### src/rtl/shot_plotter.sv
// Bullet sprite plotter: erases the previously drawn sprite, then draws the new
// one, emitting one pixel write per clock to the VGA adapter.
module shot_plotter #(
  parameter int SPRITE_W = 2,
  parameter int SPRITE_H = 4,
  parameter int SCREEN_W = 160,
  parameter int SCREEN_H = 120
) (
  input  logic       clk,
  input  logic       reset,
  input  logic       drawEn,
  input  logic [7:0] bulletX,
  input  logic [6:0] bulletY,
  input  logic [2:0] colour,
  output logic [7:0] vgaX,
  output logic [6:0] vgaY,
  output logic [2:0] vgaColour,
  output logic       plot,
  output logic       busy,
  output logic       done
);

  typedef enum logic [1:0] {IDLE, ERASE, DRAW, DONE} state_t;

  state_t     r_state, w_state_nxt;
  logic [1:0] r_dx, w_dx_nxt;
  logic [2:0] r_dy, w_dy_nxt;
  logic [7:0] r_cur_x, w_cur_x_nxt, r_old_x, w_old_x_nxt, r_pend_x, w_pend_x_nxt;
  logic [6:0] r_cur_y, w_cur_y_nxt, r_old_y, w_old_y_nxt, r_pend_y, w_pend_y_nxt;
  logic [2:0] r_cur_c, w_cur_c_nxt, r_pend_c, w_pend_c_nxt;
  logic       r_old_valid, w_old_valid_nxt, r_pending, w_pending_nxt;
  logic       w_last;

  logic [7:0] r_vga_x;
  logic [6:0] r_vga_y;
  logic [2:0] r_vga_c;
  logic       r_plot;

  logic [7:0] w_base_x;
  logic [6:0] w_base_y;
  logic [8:0] w_sum_x;
  logic [7:0] w_sum_y;
  logic       w_pix_on, w_plot_nxt;
  logic [2:0] w_colour_nxt;

  // NOTE: every combinational output gets a default first so no path leaves it
  // unassigned, which would otherwise infer a latch.
  always_comb begin
    w_state_nxt     = r_state;
    w_dx_nxt        = r_dx;
    w_dy_nxt        = r_dy;
    w_cur_x_nxt     = r_cur_x;
    w_cur_y_nxt     = r_cur_y;
    w_cur_c_nxt     = r_cur_c;
    w_old_x_nxt     = r_old_x;
    w_old_y_nxt     = r_old_y;
    w_old_valid_nxt = r_old_valid;
    w_pend_x_nxt    = r_pend_x;
    w_pend_y_nxt    = r_pend_y;
    w_pend_c_nxt    = r_pend_c;
    w_pending_nxt   = r_pending;
    w_last          = (r_dx == 2'(SPRITE_W - 1)) && (r_dy == 3'(SPRITE_H - 1));

    case (r_state)
      IDLE: begin
        if (drawEn) begin
          w_cur_x_nxt = bulletX;
          w_cur_y_nxt = bulletY;
          w_cur_c_nxt = colour;
          w_dx_nxt    = '0;
          w_dy_nxt    = '0;
          w_state_nxt = r_old_valid ? ERASE : DRAW;
        end
      end
      ERASE, DRAW: begin
        if (w_last) begin
          w_dx_nxt    = '0;
          w_dy_nxt    = '0;
          w_state_nxt = (r_state == ERASE) ? DRAW : DONE;
        end else if (r_dx == 2'(SPRITE_W - 1)) begin
          w_dx_nxt = '0;
          w_dy_nxt = r_dy + 3'd1;
        end else begin
          w_dx_nxt = r_dx + 2'd1;
        end
      end
      DONE: begin
        w_old_x_nxt     = r_cur_x;
        w_old_y_nxt     = r_cur_y;
        w_old_valid_nxt = |r_cur_c;
        if (r_pending) begin
          w_cur_x_nxt   = r_pend_x;
          w_cur_y_nxt   = r_pend_y;
          w_cur_c_nxt   = r_pend_c;
          w_pending_nxt = 1'b0;
          w_dx_nxt      = '0;
          w_dy_nxt      = '0;
          w_state_nxt   = (|r_cur_c) ? ERASE : DRAW;
        end else begin
          w_state_nxt = IDLE;
        end
      end
      default: w_state_nxt = IDLE;
    endcase

    // A request arriving in DONE overrides the pending-clear above: it queues
    // behind the job being launched now.
    if (drawEn && (r_state != IDLE)) begin
      w_pend_x_nxt  = bulletX;
      w_pend_y_nxt  = bulletY;
      w_pend_c_nxt  = colour;
      w_pending_nxt = 1'b1;
    end
  end

  // Pixel outputs are computed from next-cycle state so they line up with it.
  always_comb begin
    w_base_x     = (w_state_nxt == ERASE) ? w_old_x_nxt : w_cur_x_nxt;
    w_base_y     = (w_state_nxt == ERASE) ? w_old_y_nxt : w_cur_y_nxt;
    w_sum_x      = {1'b0, w_base_x} + 9'(w_dx_nxt);
    w_sum_y      = {1'b0, w_base_y} + 8'(w_dy_nxt);
    w_pix_on     = (w_state_nxt == ERASE) || (w_state_nxt == DRAW);
    w_plot_nxt   = w_pix_on && (w_sum_x < 9'(SCREEN_W)) && (w_sum_y < 8'(SCREEN_H));
    w_colour_nxt = (w_plot_nxt && (w_state_nxt == DRAW)) ? w_cur_c_nxt : 3'b000;
  end

  // NOTE: sequential state uses non-blocking assignments only, so every
  // register samples pre-edge values regardless of statement order.
  // NOTE: the sprite/request data registers are cleared too; they are small
  // flops, not a memory, so a full reset costs nothing and keeps traces clean.
  always_ff @(posedge clk) begin
    if (reset) begin
      r_state     <= IDLE;
      r_dx        <= '0;
      r_dy        <= '0;
      r_cur_x     <= '0;
      r_cur_y     <= '0;
      r_cur_c     <= '0;
      r_old_x     <= '0;
      r_old_y     <= '0;
      r_old_valid <= 1'b0;
      r_pend_x    <= '0;
      r_pend_y    <= '0;
      r_pend_c    <= '0;
      r_pending   <= 1'b0;
      r_vga_x     <= '0;
      r_vga_y     <= '0;
      r_vga_c     <= '0;
      r_plot      <= 1'b0;
    end else begin
      r_state     <= w_state_nxt;
      r_dx        <= w_dx_nxt;
      r_dy        <= w_dy_nxt;
      r_cur_x     <= w_cur_x_nxt;
      r_cur_y     <= w_cur_y_nxt;
      r_cur_c     <= w_cur_c_nxt;
      r_old_x     <= w_old_x_nxt;
      r_old_y     <= w_old_y_nxt;
      r_old_valid <= w_old_valid_nxt;
      r_pend_x    <= w_pend_x_nxt;
      r_pend_y    <= w_pend_y_nxt;
      r_pend_c    <= w_pend_c_nxt;
      r_pending   <= w_pending_nxt;
      r_vga_x     <= w_sum_x[7:0];
      r_vga_y     <= w_sum_y[6:0];
      r_vga_c     <= w_colour_nxt;
      r_plot      <= w_plot_nxt;
    end
  end

  assign vgaX      = r_vga_x;
  assign vgaY      = r_vga_y;
  assign vgaColour = r_vga_c;
  assign plot      = r_plot;
  assign busy      = (r_state != IDLE);
  assign done      = (r_state == DONE);

endmodule

### config.mk
export PLATFORM = sky130hd
export DESIGN_NAME = shot_plotter
export DESIGN_NICKNAME = d
export VERILOG_FILES = /design/src/rtl/shot_plotter.sv
export SDC_FILE = /design/constraint.sdc
export NUM_CORES = 1
export LEC_CHECK = 0
export ABC_AREA = 1
export CORE_ASPECT_RATIO = 2
export CORE_UTILIZATION = 25
export DETAILED_ROUTE_END_ITERATION = 16
export HOLD_SLACK_MARGIN = 0.02
export PLACE_DENSITY_LB_ADDON = 0.12
export SYNTH_ARGS = -nofsm -noshare
export SYNTH_HDL_FRONTEND = slang
export SYNTH_SLANG_ARGS = --single-unit
### constraint.sdc
create_clock -name clk -period 4.18 [get_ports clk]
set_input_delay 0.418 -clock clk [delete_from_list [all_inputs] [get_ports clk]]
set_output_delay 0.418 -clock clk [all_outputs]
set_load 0.005 [all_outputs]
## After elaboration in Yosys (flattened, before gate mapping)

Index checks and enable logic that the tools add are counted.

| storage, ports and cells | value |
|---|---|
| output and inout port bits | 21 |
| flip-flop bits (word level) | 79 |

| cells by class | value |
|---|---|
| equality and inequality tests | 7 |
| $add $sub $neg | 4 |
| reduce and logical (&&, ||, !) cells | 12 |
| multiplexer cells | 32 |
| bitwise gates (word level) | 1 |
| magnitude comparators | 2 |

Operator list:

| operator | count |
|---|---|
| 8-bit two-way mux | 4 |
| 7-bit two-way mux | 4 |
| 2-bit two-way mux | 9 |
| 3-bit two-way mux | 6 |
| 8-bit one-hot mux with 2 select lines | 1 |
| 7-bit one-hot mux with 2 select lines | 1 |
| 2-bit one-hot mux with 3 select lines | 2 |
| 8-bit by 2-bit adder with 9-bit output | 1 |
| 9-bit by 8-bit < comparator with 1-bit output, second input constant | 1 |
| 3-bit one-hot mux with 3 select lines | 1 |
| 7-bit by 3-bit adder with 8-bit output | 1 |
| 8-bit by 7-bit < comparator with 1-bit output, second input constant | 1 |
| 2-bit by 1-bit == test with 1-bit output, second input constant | 3 |
| 2-bit == test, second input constant | 3 |
| 3-bit one-hot mux with 2 select lines | 1 |
| 1-bit logical AND | 5 |
| 2-bit nonzero test | 2 |
| 2-bit OR reduction | 2 |
| 3-bit by 1-bit adder with 3-bit output, second input constant | 1 |
| 3-bit by 2-bit == test with 1-bit output, second input constant | 1 |
| 1-bit two-way mux | 3 |
| 3-bit OR reduction | 1 |
| 2-bit by 1-bit adder with 2-bit output, second input constant | 1 |
| 2-bit logical NOT | 1 |
| 2 further kinds | 2 |

## Longest topological paths before layout

Gate-level depths: netlist of run 1.

| logic depth | value |
|---|---|
| word-level depth | 13 |
| depth in mapped cells | 29 |
| depth with buffers taken out | 27 |

## Worst setup path before layout of run 1

No wires, ideal clock.

| path | value |
|---|---|
| path type | register to register |
| start point | reg r_dy[1] |
| end point | reg r_plot (netlist: plot) |
| setup slack | 629 ps |
| setup time | 116 ps |
| path buffers | 2 |
| clock period less this slack | 3551 ps |
| stages on the path, launching flop included | 29 |
| arrival | 3436 ps |
| data required time | 4064 ps |
| cells stage by stage | dfxtp_1 ha_1 ha_1 inv_1 nor2_1 nand2_1 o211ai_1 o21ai_0 nand2_1 nand2_1 ha_1 inv_1 buf_2 clkbuf_1 nand2_1 o21ai_0 ha_1 inv_1 fa_1 inv_1 nand2_1 inv_1 nor2_1 nand3b_1 nand2_1 nand3_1 nor2_1 nand2_1 and3_1 |

| between the ends | value |
|---|---|
| longest elaborated chain between the ends | 10 |
| elaborated cells between the ends (all ways) | 23 |
| classes of those cells | 3 x add/sub; 2 x order compare; 3 x eq/ne; 11 x mux; 4 x reduce/logical |

RTL lines:

| what | line | source |
|---|---|---|
| start, declared | 27 | `logic [2:0] r_dy, w_dy_nxt;` |
| start signal, assigned | 153 | `r_dy <= w_dy_nxt;` |
| 3-bit by 2-bit == test with 1-bit output * | 62 | `w_last = (r_dx == 2'(SPRITE_W - 1)) && (r_dy == 3'(SPRITE_H - 1));` |
| 1-bit logical AND * | 62 |  |
| 2-bit two-way mux * | 76 | `if (w_last) begin` |
| 2-bit one-hot mux with 3 select lines * | 64 | `case (r_state)` |
| via w_state_nxt[0] | 25 | `state_t r_state, w_state_nxt;` |
| 2-bit by 1-bit == test with 1-bit output | 118, 119, 122 |  |
| 8-bit two-way mux | 118 | `w_base_x = (w_state_nxt == ERASE) ? w_old_x_nxt : w_cur_x_nxt;` |
| 8-bit by 2-bit adder with 9-bit output | 120 | `w_sum_x = {1'b0, w_base_x} + 9'(w_dx_nxt);` |
| 9-bit by 8-bit < comparator with 1-bit output | 123 | `w_plot_nxt = w_pix_on && (w_sum_x < 9'(SCREEN_W)) && (w_sum_y < 8'(SCREEN_H));` |
| 1-bit logical AND | 123 |  |
| 1-bit logical AND * | 123 |  |
| end signal, assigned | 167 | `r_plot <= w_plot_nxt;` |
| end, declared | 37 | `logic r_plot;` |

Mark *: on every way through the listed nets, which the timed path passes. The rest lies on a longest branch.
A chain may end at the register's enable or synchronous reset.

## Worst setup path after layout of run 1

Same ends and word-level chain as after synthesis.

==> flow_metrics.py, run 1 <==
metrics = {
    "timing": {
        "setup_viol": 0,
        "finalMaxSlewViolations": 0,
        "rsz0062_at_grt": "no",
        "fin_ws_ps": 381,
        "tns_ps": 0,
        "fmax_mhz": 263,
        "worst_pin_slew_ps": 833,
        "slew_headroom_pct": 44.4,
        "timing.final.crit_share_pct": 90.9,
        "final.min_clock_period_ps": 3800,
        "hold_violations": 0,
        "fin_worst_skew_ps": 7.85,
    },
    "synth": {
        "yosysSeqAreaShare_pct": 40.9,
        "synthFlopType": "dfxtp_1",
        "synth_area_um2": 3860,
        "yosysWarningCount": 0,
        "synthTopCellsByArea": "dfxtp_1 (41%), nand2_1 (11%), nor2_1 (8.3%)",
        "ys_types": 38,
        "synth_top_area_share_pct": 40.9,
        "syn_nets": 564,
        "synth_edf_count": 0,
        "syn_inst": 528,
        "netlist_top_cells_count": "nand2_1 (110), nor2_1 (85), dfxtp_1 (79)",
        "ys_ff_latch": 79,
        "yosys.area.top_type": "dfxtp_1",
        "synth_most_common_cell": "nand2_1",
        "avgSynthCellArea_um2": 7.32,
        "synthArstFlopShare_pct": 0,
    },
    "pwr": {
        "p_clk_share_pct": 41.1,
        "power_frac_comb_pct": 18.9,
        "ir_worst_vdd_mv": 0.190,
        "total_power_mw": 2.06,
        "seq_power_share_pct": 40.1,
        "power_density_nw_per_um2": 427,
        "leakagePower_nw": 2.11,
        "switchingPower_mw": 0.581,
        "swShare_pct": 28.2,
        "p_int_mw": 1.48,
    },
    "global_routing": {
        "grt_first_pass_wirelength_mm": 17.8,
        "antenna_found_initial": 0,
        "grt_usage_pct": 14.8,
        "grt_pass1_vias": 3328,
        "grt_max_degree": 37,
        "grt-ovfl-total": 0,
    },
    "finish": {
        "final_layout_size_suffix_gt1_share_pct": 10.6,
        "antenna_cells": 0,
        "layout.nets": 609,
        "final_util_pct": 31.7,
        "area_growth_pct": 24.9,
    },
    "floorplan": {
        "core_area_um2": 15200,
        "chipHeight_um": 178,
        "fp.dieArea_um2": 16000,
        "fp.dieW_um": 89.9,
        "start_util_pct": 25.4,
        "rows": 64,
        "io-pin-count": 42,
    },
    "worst_setup_path": {
        "r2r_setup_slack_ps": 380,
        "rr_worst_depth": 22,
        "cp_max_fo": 10,
        "worstReg2RegStart": "r_dy[1]",
        "required_ps": 4410,
        "cp-end-kind": "flip-flop",
        "cp.arrival_ps": 4030,
        "crit_type": "reg -> reg",
        "max_stage_delay_ps": 400,
        "path_cells": "ha_1 -> ha_1 -> inv_1 -> nor2_1 -> o211ai_1 -> o21ai_0 -> nand2_1 -> nand2_1 -> ha_1 -> clkinvlp_4 -> buf_4 -> o21ai_0 -> ha_1 -> inv_1 -> fa_1 -> inv_1 -> nand3_1 -> nor2_4 -> nand3_2 -> nor2_1 -> nor2_2 -> and3_1",
        "path_buf_inv": 5,
        "critPathLaunchType": "flip-flop",
        "cp_slowest_cell": "dfxtp_1",
        "crit_family": "simple AND/OR/NAND/NOR gates",
        "rr_endpoint": "plot",
        "crit_top_cell": "ha_1",
    },
    "clock_tree": {
        "clock-sinks": 79,
        "cts_root_buffer": "clkbuf_16",
        "holdBufCountCts": 0,
        "clk_latency_ps": 340,
        "cts_buffer_depth": 2,
        "h-tree-depth": 3,
        "cts.clk_slew.worst_paths_ps": 60,
        "tritoncts": "built",
        "cts_buffers": 9,
    },
    "place": {
        "hpwl_mm": 8.49,
        "post-place-ws_ps": 210,
        "finalWeightedCongestion": 0.822,
        "io_buffers": 41,
    },
    "worst_hold_path": {
        "hold_depth": 2,
        "hold_class": "reg -> reg",
        "hp-start": "r_pend_y[5]",
        "hold_end": "r_pend_y[5]",
    },
    "detailed_routing": {
        "via_per_inst": 4.36,
        "totalWireLength_mm": 11.1,
        "dr.pass1.iters": 4,
        "ant_nets": 0,
        "drt_iter0_drc": 190,
        "route.detailed.drc": 0,
        "wl_per_cell_um": 14.3,
        "vias": 3378,
    },
    "status": {
        "status": "complete, no violations",
    },
    "job": {
        "max_cap_viol_count": 0,
    },
}
-- worst max path at each step --
stage,to,startpoint,cells after the start
2_1_floorplan,plot,r_dy[1],28
3_3_place_gp,plot,drawEn,24
3_5_place_dp,vgaColour[1],drawEn,25
4_1_cts,vgaColour[1],r_dy[1],27
5_1_grt,vgaColour[2],r_dy[1],25
6_report,plot,r_dy[1],22
-- cell usage in the layout (no fill, tap or decap), types with 4 or more instances in the layout --
cell               n
inv_2              5
clkbuf_16          9
a22o_1            11
clkdlybuf4s50_1   40
mux2i_1            9
buf_4             16
nand2_2           10
nor2_1            85
nand3_1           25
o211ai_1           4
dfxtp_1           79
nand2_1          110
a21oi_1           21
o21ai_0           39
ha_1              13
inv_1             56
-- cells by family (layout without fill, tap and decap cells) --
logic type | count (synthesis) | after routing | synth area share, %
multiplexers | 9 | 9 | 2.33
flip-flops | 79 | 79 | 40.9
buffers and inverters | 87 | 136 | 9.49
adder cells (fa/ha/maj) | 15 | 15 | 5.24
XOR/XNOR | 1 | 1 | 0.227
AND/OR/NAND/NOR | 253 | 253 | 29.1
AO/OA/AOI/OAI | 84 | 84 | 12.7
-- registers in the layout, summed over array words and instances (netlist names), 3 cells and up --
name	count
r_cur_x	8
r_old_x	8
r_pend_x	8
vgaX	8
r_cur_y	7
r_old_y	7
r_pend_y	7
vgaY	7
r_cur_c	3
r_dy	3
r_pend_c	3
vgaColour	3
-- routing by layer --
layer  part of all wire (%)  global-route usage, %  wire, µm
met5                      0                      0         0
met4                    1.4                   5.04       157
met3                    2.6                   2.10       284
met2                     57                   29.8      6310
met1                     39                   15.3      4360
-- tightest hold or removal path: cells and delay by family (launching register included) --
| family | cells | cell delay, ps |
|---|---|---|
| AOI/OAI and AO/OA | 1 | 50 |
| buffers and inverters | 1 | 60 |
| DFF | 1 | 290 |
-- power by group through the flow --
stage	clock (mW)	combinational [mW]	sequential, mW
final	0.847	0.389	0.827
after global routing	0.904	0.437	0.832
after CTS	0.876	0.392	0.827
after detailed placement	0	0.390	0.844
after global placement	0	0.390	0.843
after floorplan	0	0.241	0.841
-- stage by stage --
step           instances  hold slack, ps  cell area, µm²
4_1_cts              771             447            4790
2_1_floorplan        528             424            3860
5_1_grt              775             486            4830
3_3_place_gp         756             443            4480
6_report             775             452            4830
3_5_place_dp         756             451            4480
-- final cells by class --
| type | instances | area, µm² |
|---|---|---|
| timing repair buffer | 57 | 526 |
| inverter | 64 | 244 |
| sequential | 79 | 1580 |
| multi-input combinational | 362 | 1920 |
| clock inverter | 5 | 83.8 |
| clock buffer | 10 | 229 |
| fill | 1703 | 10400 |
| tap | 198 | 248 |
-- timing repair --
action / in CTS / in global routing
hold endpoints to repair: 0 / 0
resized for setup: 0 / 3
buffers inserted: 0 / 4
endpoints found under the setup margin: 0 / 4
(Power assumes the default switching activity.)
==> inputs of run 2 (changes only) <==
--- a/config.mk
+++ b/config.mk
@@ -10,6 +10,7 @@
 export CORE_UTILIZATION = 25
 export DETAILED_ROUTE_END_ITERATION = 16
 export HOLD_SLACK_MARGIN = 0.02
+export MAX_ROUTING_LAYER = met4
 export PLACE_DENSITY_LB_ADDON = 0.12
 export SYNTH_ARGS = -nofsm -noshare
 export SYNTH_HDL_FRONTEND = slang
==> flow_metrics.py, run 2 (synthesis results as in run 1) <==
metrics = {
    "timing": {
        "tns_ps": 0,
        "slew_headroom_pct": 51.0,
        "finalMaxSlewViolations": 0,
        "fin_hold_ws_ps": 452,
        "hold_violations": 0,
        "worst_pin_slew_ps": 734,
        "setup_viol": 0,
        "fin_worst_skew_ps": 7.32,
        "rsz0062_at_grt": "no",
        "timing.final.crit_share_pct": 90.7,
        "fmax_mhz": 264,
        "final.min_clock_period_ps": 3790,
    },
    "worst_setup_path": {
        "path_cells": "inv_1 -> ha_1 -> o21ai_0 -> o21ai_0 -> nand2_1 -> nand2_1 -> inv_1 -> ha_1 -> clkinvlp_4 -> buf_4 -> o21ai_0 -> inv_1 -> fa_1 -> inv_1 -> nand3_1 -> nor2_4 -> nand3_2 -> nor2_1 -> nor2_2 -> and3_1",
        "crit_top_cell": "inv_1",
        "rr_worst_depth": 20,
        "max_stage_delay_ps": 430,
        "crit_family": "simple AND/OR/NAND/NOR gates",
        "critPathLaunchType": "flip-flop",
        "path_buf_inv": 6,
        "cp_slowest_cell": "dfxtp_1",
        "cp_max_fo": 10,
        "crit_type": "reg -> reg",
        "r2r_setup_slack_ps": 390,
        "path_depth": 20,
        "cp-end-kind": "flip-flop",
        "crit_end": "plot",
        "worstReg2RegStart": "r_state[0]",
        "cp.arrival_ps": 4020,
        "startpoint": "r_state[0]",
        "required_ps": 4410,
        "rr_endpoint": "plot",
    },
    "finish": {
        "final_common_cell": "nand2_1",
        "layout.nets": 607,
        "final_cell_mix": "nand2_1 (110), nor2_1 (85), dfxtp_1 (79)",
        "area_growth_pct": 23.7,
        "fin_area_um2": 4780,
        "final_layout_size_suffix_gt1_share_pct": 10.6,
        "final_cell_count_no_fill": 774,
        "antenna_cells": 0,
        "n_fill_cell": 1697,
    },
    "clock_tree": {
        "clock-sinks": 79,
        "clk_latency_ps": 340,
        "cts_buffer_depth": 2,
        "h-tree-depth": 3,
        "tritoncts": "built",
        "cts_buffers": 9,
        "cts_root_buffer": "clkbuf_16",
        "holdBufCountCts": 0,
        "cts.clk_slew.worst_paths_ps": 60,
    },
    "floorplan": {
        "fp.dieArea_um2": 16000,
        "start_util_pct": 25.4,
        "io-pin-count": 42,
        "fp.dieW_um": 89.9,
        "core_area_um2": 15200,
        "rows": 64,
        "chipHeight_um": 178,
    },
    "pwr": {
        "p_int_mw": 1.38,
        "switchingPower_mw": 0.582,
        "power_frac_comb_pct": 19.7,
        "swShare_pct": 29.7,
        "p_clk_share_pct": 38.1,
        "leakagePower_nw": 2.10,
        "ir_worst_vdd_mv": 0.208,
        "power_density_nw_per_um2": 410,
        "seq_power_share_pct": 42.1,
    },
    "detailed_routing": {
        "totalWireLength_mm": 11.1,
        "wl_per_cell_um": 14.3,
        "dr.pass1.iters": 4,
        "drt_iter0_drc": 199,
        "route.detailed.drc": 0,
        "ant_nets": 0,
        "via_per_inst": 4.40,
        "vias": 3405,
    },
    "worst_hold_path": {
        "hold_class": "reg -> reg",
    },
    "global_routing": {
        "antenna_found_initial": 0,
        "grt_usage_pct": 15.3,
        "grt_pass1_vias": 3400,
        "grt-ovfl-total": 0,
        "grt_max_degree": 37,
        "grt_first_pass_wirelength_mm": 17.9,
    },
    "place": {
        "io_buffers": 41,
        "hpwl_mm": 8.54,
        "dpl_cell_area_um2": 4480,
        "finalWeightedCongestion": 0.835,
        "dp.cells": 756,
    },
    "status": {
        "status": "complete, no violations",
    },
    "job": {
        "max_cap_viol_count": 0,
    },
}
## run 2: area by class of cell
cell class	instances	area [µm²]	area share, %
well taps	198	248	5.18
flip-flops and latches	79	1580	33.1
inverters	64	244	5.10
clock inverters	6	41.3	0.864
clock buffers	10	239	5.00
multi-input cells	362	1920	40.1
repair buffers	55	510	10.7
## run 2: stage by stage
stage | total power [mW] | util [%] | setup WS (ps)
after global routing | 2.08 | 31.4 | 10.3
final | 1.96 | 31.4 | 387
after global placement | 1.23 | 29.5 | 324
after CTS | 2.00 | 31.3 | 296
after detailed placement | 1.23 | 29.5 | 233
after floorplan | 1.08 | - | 629
## run 2: layer usage
layer  wire length (µm)  GRT usage, %  up-vias
met4                403          8.33        0
met2               6100          28.4       62
li1                   -             -     1764
met3                235          1.89       20
met1               4370          15.6     1559
met5                  0             -        -
## run 2: worst min path at each step
stage	startpoint	endpoint	slack [ps]	cells after the start
final	r_pend_y[5]	r_pend_y[5]	450	2
after global routing	reset	r_dx[1]	490	2
after CTS	reset	vgaY[1]	450	2
after detailed placement	r_pend_y[5]	r_pend_y[5]	450	2
after global placement	r_pend_y[5]	r_pend_y[5]	440	2
after floorplan	r_pend_y[5]	r_pend_y[5]	420	2
## run 2: what timing repair did
item | 4_1_cts | 5_1_grt
buffers inserted | 0 | 2
hold endpoints to repair | 0 | 0
gates resized for setup | 0 | 3
endpoints found under the setup margin | 0 | 4
## run 2: tightest hold or removal path, cell delays in order, from the launching register on
cell	delay, ps
dfxtp_1	300
inv_1	60
a21oi_1	50
## run 2: power groups by stage
| stage | Combinational (mW) | Sequential, mW | Clock [mW] |
|---|---|---|---|
| global route | 0.437 | 0.832 | 0.809 |
| detailed placement | 0.389 | 0.844 | 0 |
| finish | 0.387 | 0.826 | 0.748 |
| global placement | 0.391 | 0.843 | 0 |
| CTS | 0.391 | 0.827 | 0.782 |
| floorplan | 0.241 | 0.841 | 0 |
==> inputs of run 3 (changes only) <==
--- a/config.mk
+++ b/config.mk
@@ -11,7 +11,7 @@
 export DETAILED_ROUTE_END_ITERATION = 16
 export HOLD_SLACK_MARGIN = 0.02
 export MAX_ROUTING_LAYER = met4
-export PLACE_DENSITY_LB_ADDON = 0.12
+export PLACE_DENSITY = 0.48
 export SYNTH_ARGS = -nofsm -noshare
 export SYNTH_HDL_FRONTEND = slang
 export SYNTH_SLANG_ARGS = --single-unit
==> flow_metrics.py, run 3 (synthesis results as in run 1) <==
metrics = {
    "detailed_routing": {
        "totalWireLength_mm": 10.9,
        "drt_iter0_drc": 142,
        "ant_nets": 0,
        "via_per_inst": 4.43,
        "dr.pass1.iters": 4,
        "wl_per_cell_um": 14.2,
        "route.detailed.drc": 0,
        "vias": 3406,
    },
    "timing": {
        "timing.final.crit_share_pct": 91.3,
        "setup_viol": 0,
        "fin_ws_ps": 363,
        "fin_hold_ws_ps": 433,
        "worst_pin_slew_ps": 770,
        "finalMaxSlewViolations": 0,
        "slew_headroom_pct": 48.6,
        "fin_worst_skew_ps": 7.61,
        "hold_violations": 0,
        "rsz0062_at_grt": "no",
        "tns_ps": 0,
        "fmax_mhz": 262,
        "final.min_clock_period_ps": 3820,
    },
    "place": {
        "post-place-ws_ps": 210,
        "finalWeightedCongestion": 0.857,
        "hpwl_mm": 8.37,
        "io_buffers": 41,
    },
    "global_routing": {
        "grt-ovfl-total": 0,
        "grt_first_pass_wirelength_mm": 17.9,
        "antenna_found_initial": 0,
        "grt_max_degree": 40,
        "grt_pass1_vias": 3512,
        "grt_usage_pct": 15.1,
    },
    "clock_tree": {
        "h-tree-depth": 3,
        "cts.clk_slew.worst_paths_ps": 60,
        "cts_setup_buffers": 0,
        "tritoncts": "built",
        "clk_latency_ps": 350,
        "cts_buffer_depth": 2,
        "cts_buffers": 9,
        "clock-sinks": 79,
        "cts_root_buffer": "clkbuf_16",
    },
    "floorplan": {
        "chipHeight_um": 178,
        "io-pin-count": 42,
        "start_util_pct": 25.4,
        "fp.dieW_um": 89.9,
        "rows": 64,
        "fp.dieArea_um2": 16000,
        "core_area_um2": 15200,
    },
    "worst_setup_path": {
        "critPathLaunchType": "flip-flop",
        "startpoint": "r_state[1]",
        "crit_end": "vgaColour[1]",
        "cp.arrival_ps": 4050,
        "rr_worst_depth": 24,
        "r2r_setup_slack_ps": 360,
        "required_ps": 4410,
        "cp_max_fo": 10,
        "rr_endpoint": "vgaColour[1]",
        "worstReg2RegStart": "r_state[1]",
        "crit_type": "reg -> reg",
        "cp-end-kind": "flip-flop",
    },
    "pwr": {
        "switchingPower_mw": 0.587,
        "seq_power_share_pct": 40.1,
        "ir_worst_vdd_mv": 0.208,
        "power_frac_comb_pct": 18.5,
        "p_clk_share_pct": 41.4,
        "swShare_pct": 28.4,
        "total_power_mw": 2.06,
        "p_int_mw": 1.48,
        "leakagePower_nw": 2.08,
        "power_density_nw_per_um2": 431,
    },
    "finish": {
        "final_layout_size_suffix_gt1_share_pct": 10.3,
        "antenna_cells": 0,
        "regArea_um2": 1580,
        "multi_input_area_um2": 1920,
        "final_common_cell": "nand2_1",
        "n_fill_cell": 1687,
        "final_cell_mix": "nand2_1 (110), nor2_1 (84), dfxtp_1 (78)",
        "layout.nets": 602,
        "area_growth_pct": 24.0,
    },
    "status": {
        "status": "complete, no violations",
    },
    "worst_hold_path": {
        "hold_class": "in -> reg",
    },
    "job": {
        "max_cap_viol_count": 0,
    },
}
-- run 3: cell types whose count changed in the layout (fill, tap and decap cells not counted), moves of 2 or more --
| cell | delta |
|---|---|
| buf_4 | -5 |
| clkinvlp_4 | +3 |
| inv_6 | -2 |
| bufinv_16 | +2 |
| clkinv_2 | -2 |
-- run 3: worst min-delay path by stage --
stage | start | endpoint | slack, ps | cells past startpoint
floorplan | r_pend_y[5] | r_pend_y[5] | 420 | 2
global placement | r_pend_y[5] | r_pend_y[5] | 440 | 2
detailed placement | r_pend_y[5] | r_pend_y[5] | 460 | 2
CTS | reset | vgaY[1] | 430 | 2
global route | reset | vgaY[1] | 450 | 2
finish | reset | vgaY[1] | 430 | 2
-- run 3: metrics by stage --
step / area, µm² / utilization [%] / cells
CTS: 4780 / 31.4 / 769
detailed placement: 4460 / 29.3 / 753
finish: 4790 / 31.5 / 769
floorplan: 3860 / - / 528
global route: 4790 / 31.5 / 769
global placement: 4460 / 29.3 / 753
-- run 3: layout make-up --
class | instances | area share (%)
multi-input cells | 362 | 40.1
flip-flops and latches | 79 | 33.0
repair buffers | 50 | 9.87
well taps | 198 | 5.17
inverters | 64 | 5.09
clock buffers | 9 | 4.70
clock inverters | 7 | 2.01
-- run 3: critical path, stage by stage, from the launching register on --
cell and delay [ps]:
dfxtp_1 420, inv_1 110, ha_2 490, o211ai_1 140
o21ai_0 100, nand2_1 90, nand2_1 90, ha_1 180
inv_1 60, buf_4 160, o21ai_0 300, ha_1 230
inv_1 50, fa_1 350, inv_1 80, nand2_1 50
inv_1 60, nor2_1 50, nand3b_1 150, nand2_1 80
nand3_1 80, nor2_1 110, nand2_1 80, nand4_2 130
nor2_1 60
-- run 3: power groups by stage --
stage / clock (mW) / combinational [mW] / sequential (mW)
6_report: 0.854 / 0.382 / 0.828
3_5_place_dp: 0 / 0.385 / 0.844
3_3_place_gp: 0 / 0.383 / 0.843
5_1_grt: 0.911 / 0.432 / 0.832
2_1_floorplan: 0 / 0.241 / 0.841
4_1_cts: 0.881 / 0.387 / 0.827
-- run 3: per-layer routing --
| metal | vias to the layer above | GRT usage (%) | wire [µm] |
|---|---|---|---|
| met5 | - | - | 0 |
| met4 | 0 | 8.47 | 389 |
| met3 | 15 | 2.91 | 238 |
| met2 | 48 | 28.4 | 6090 |
| met1 | 1588 | 14.2 | 4170 |
| li1 | 1755 | - | - |
-- run 3: what timing repair did --
action	in CTS	in global routing
setup endpoints to repair	0	4
hold buffers	0	0
gates resized for setup	0	5
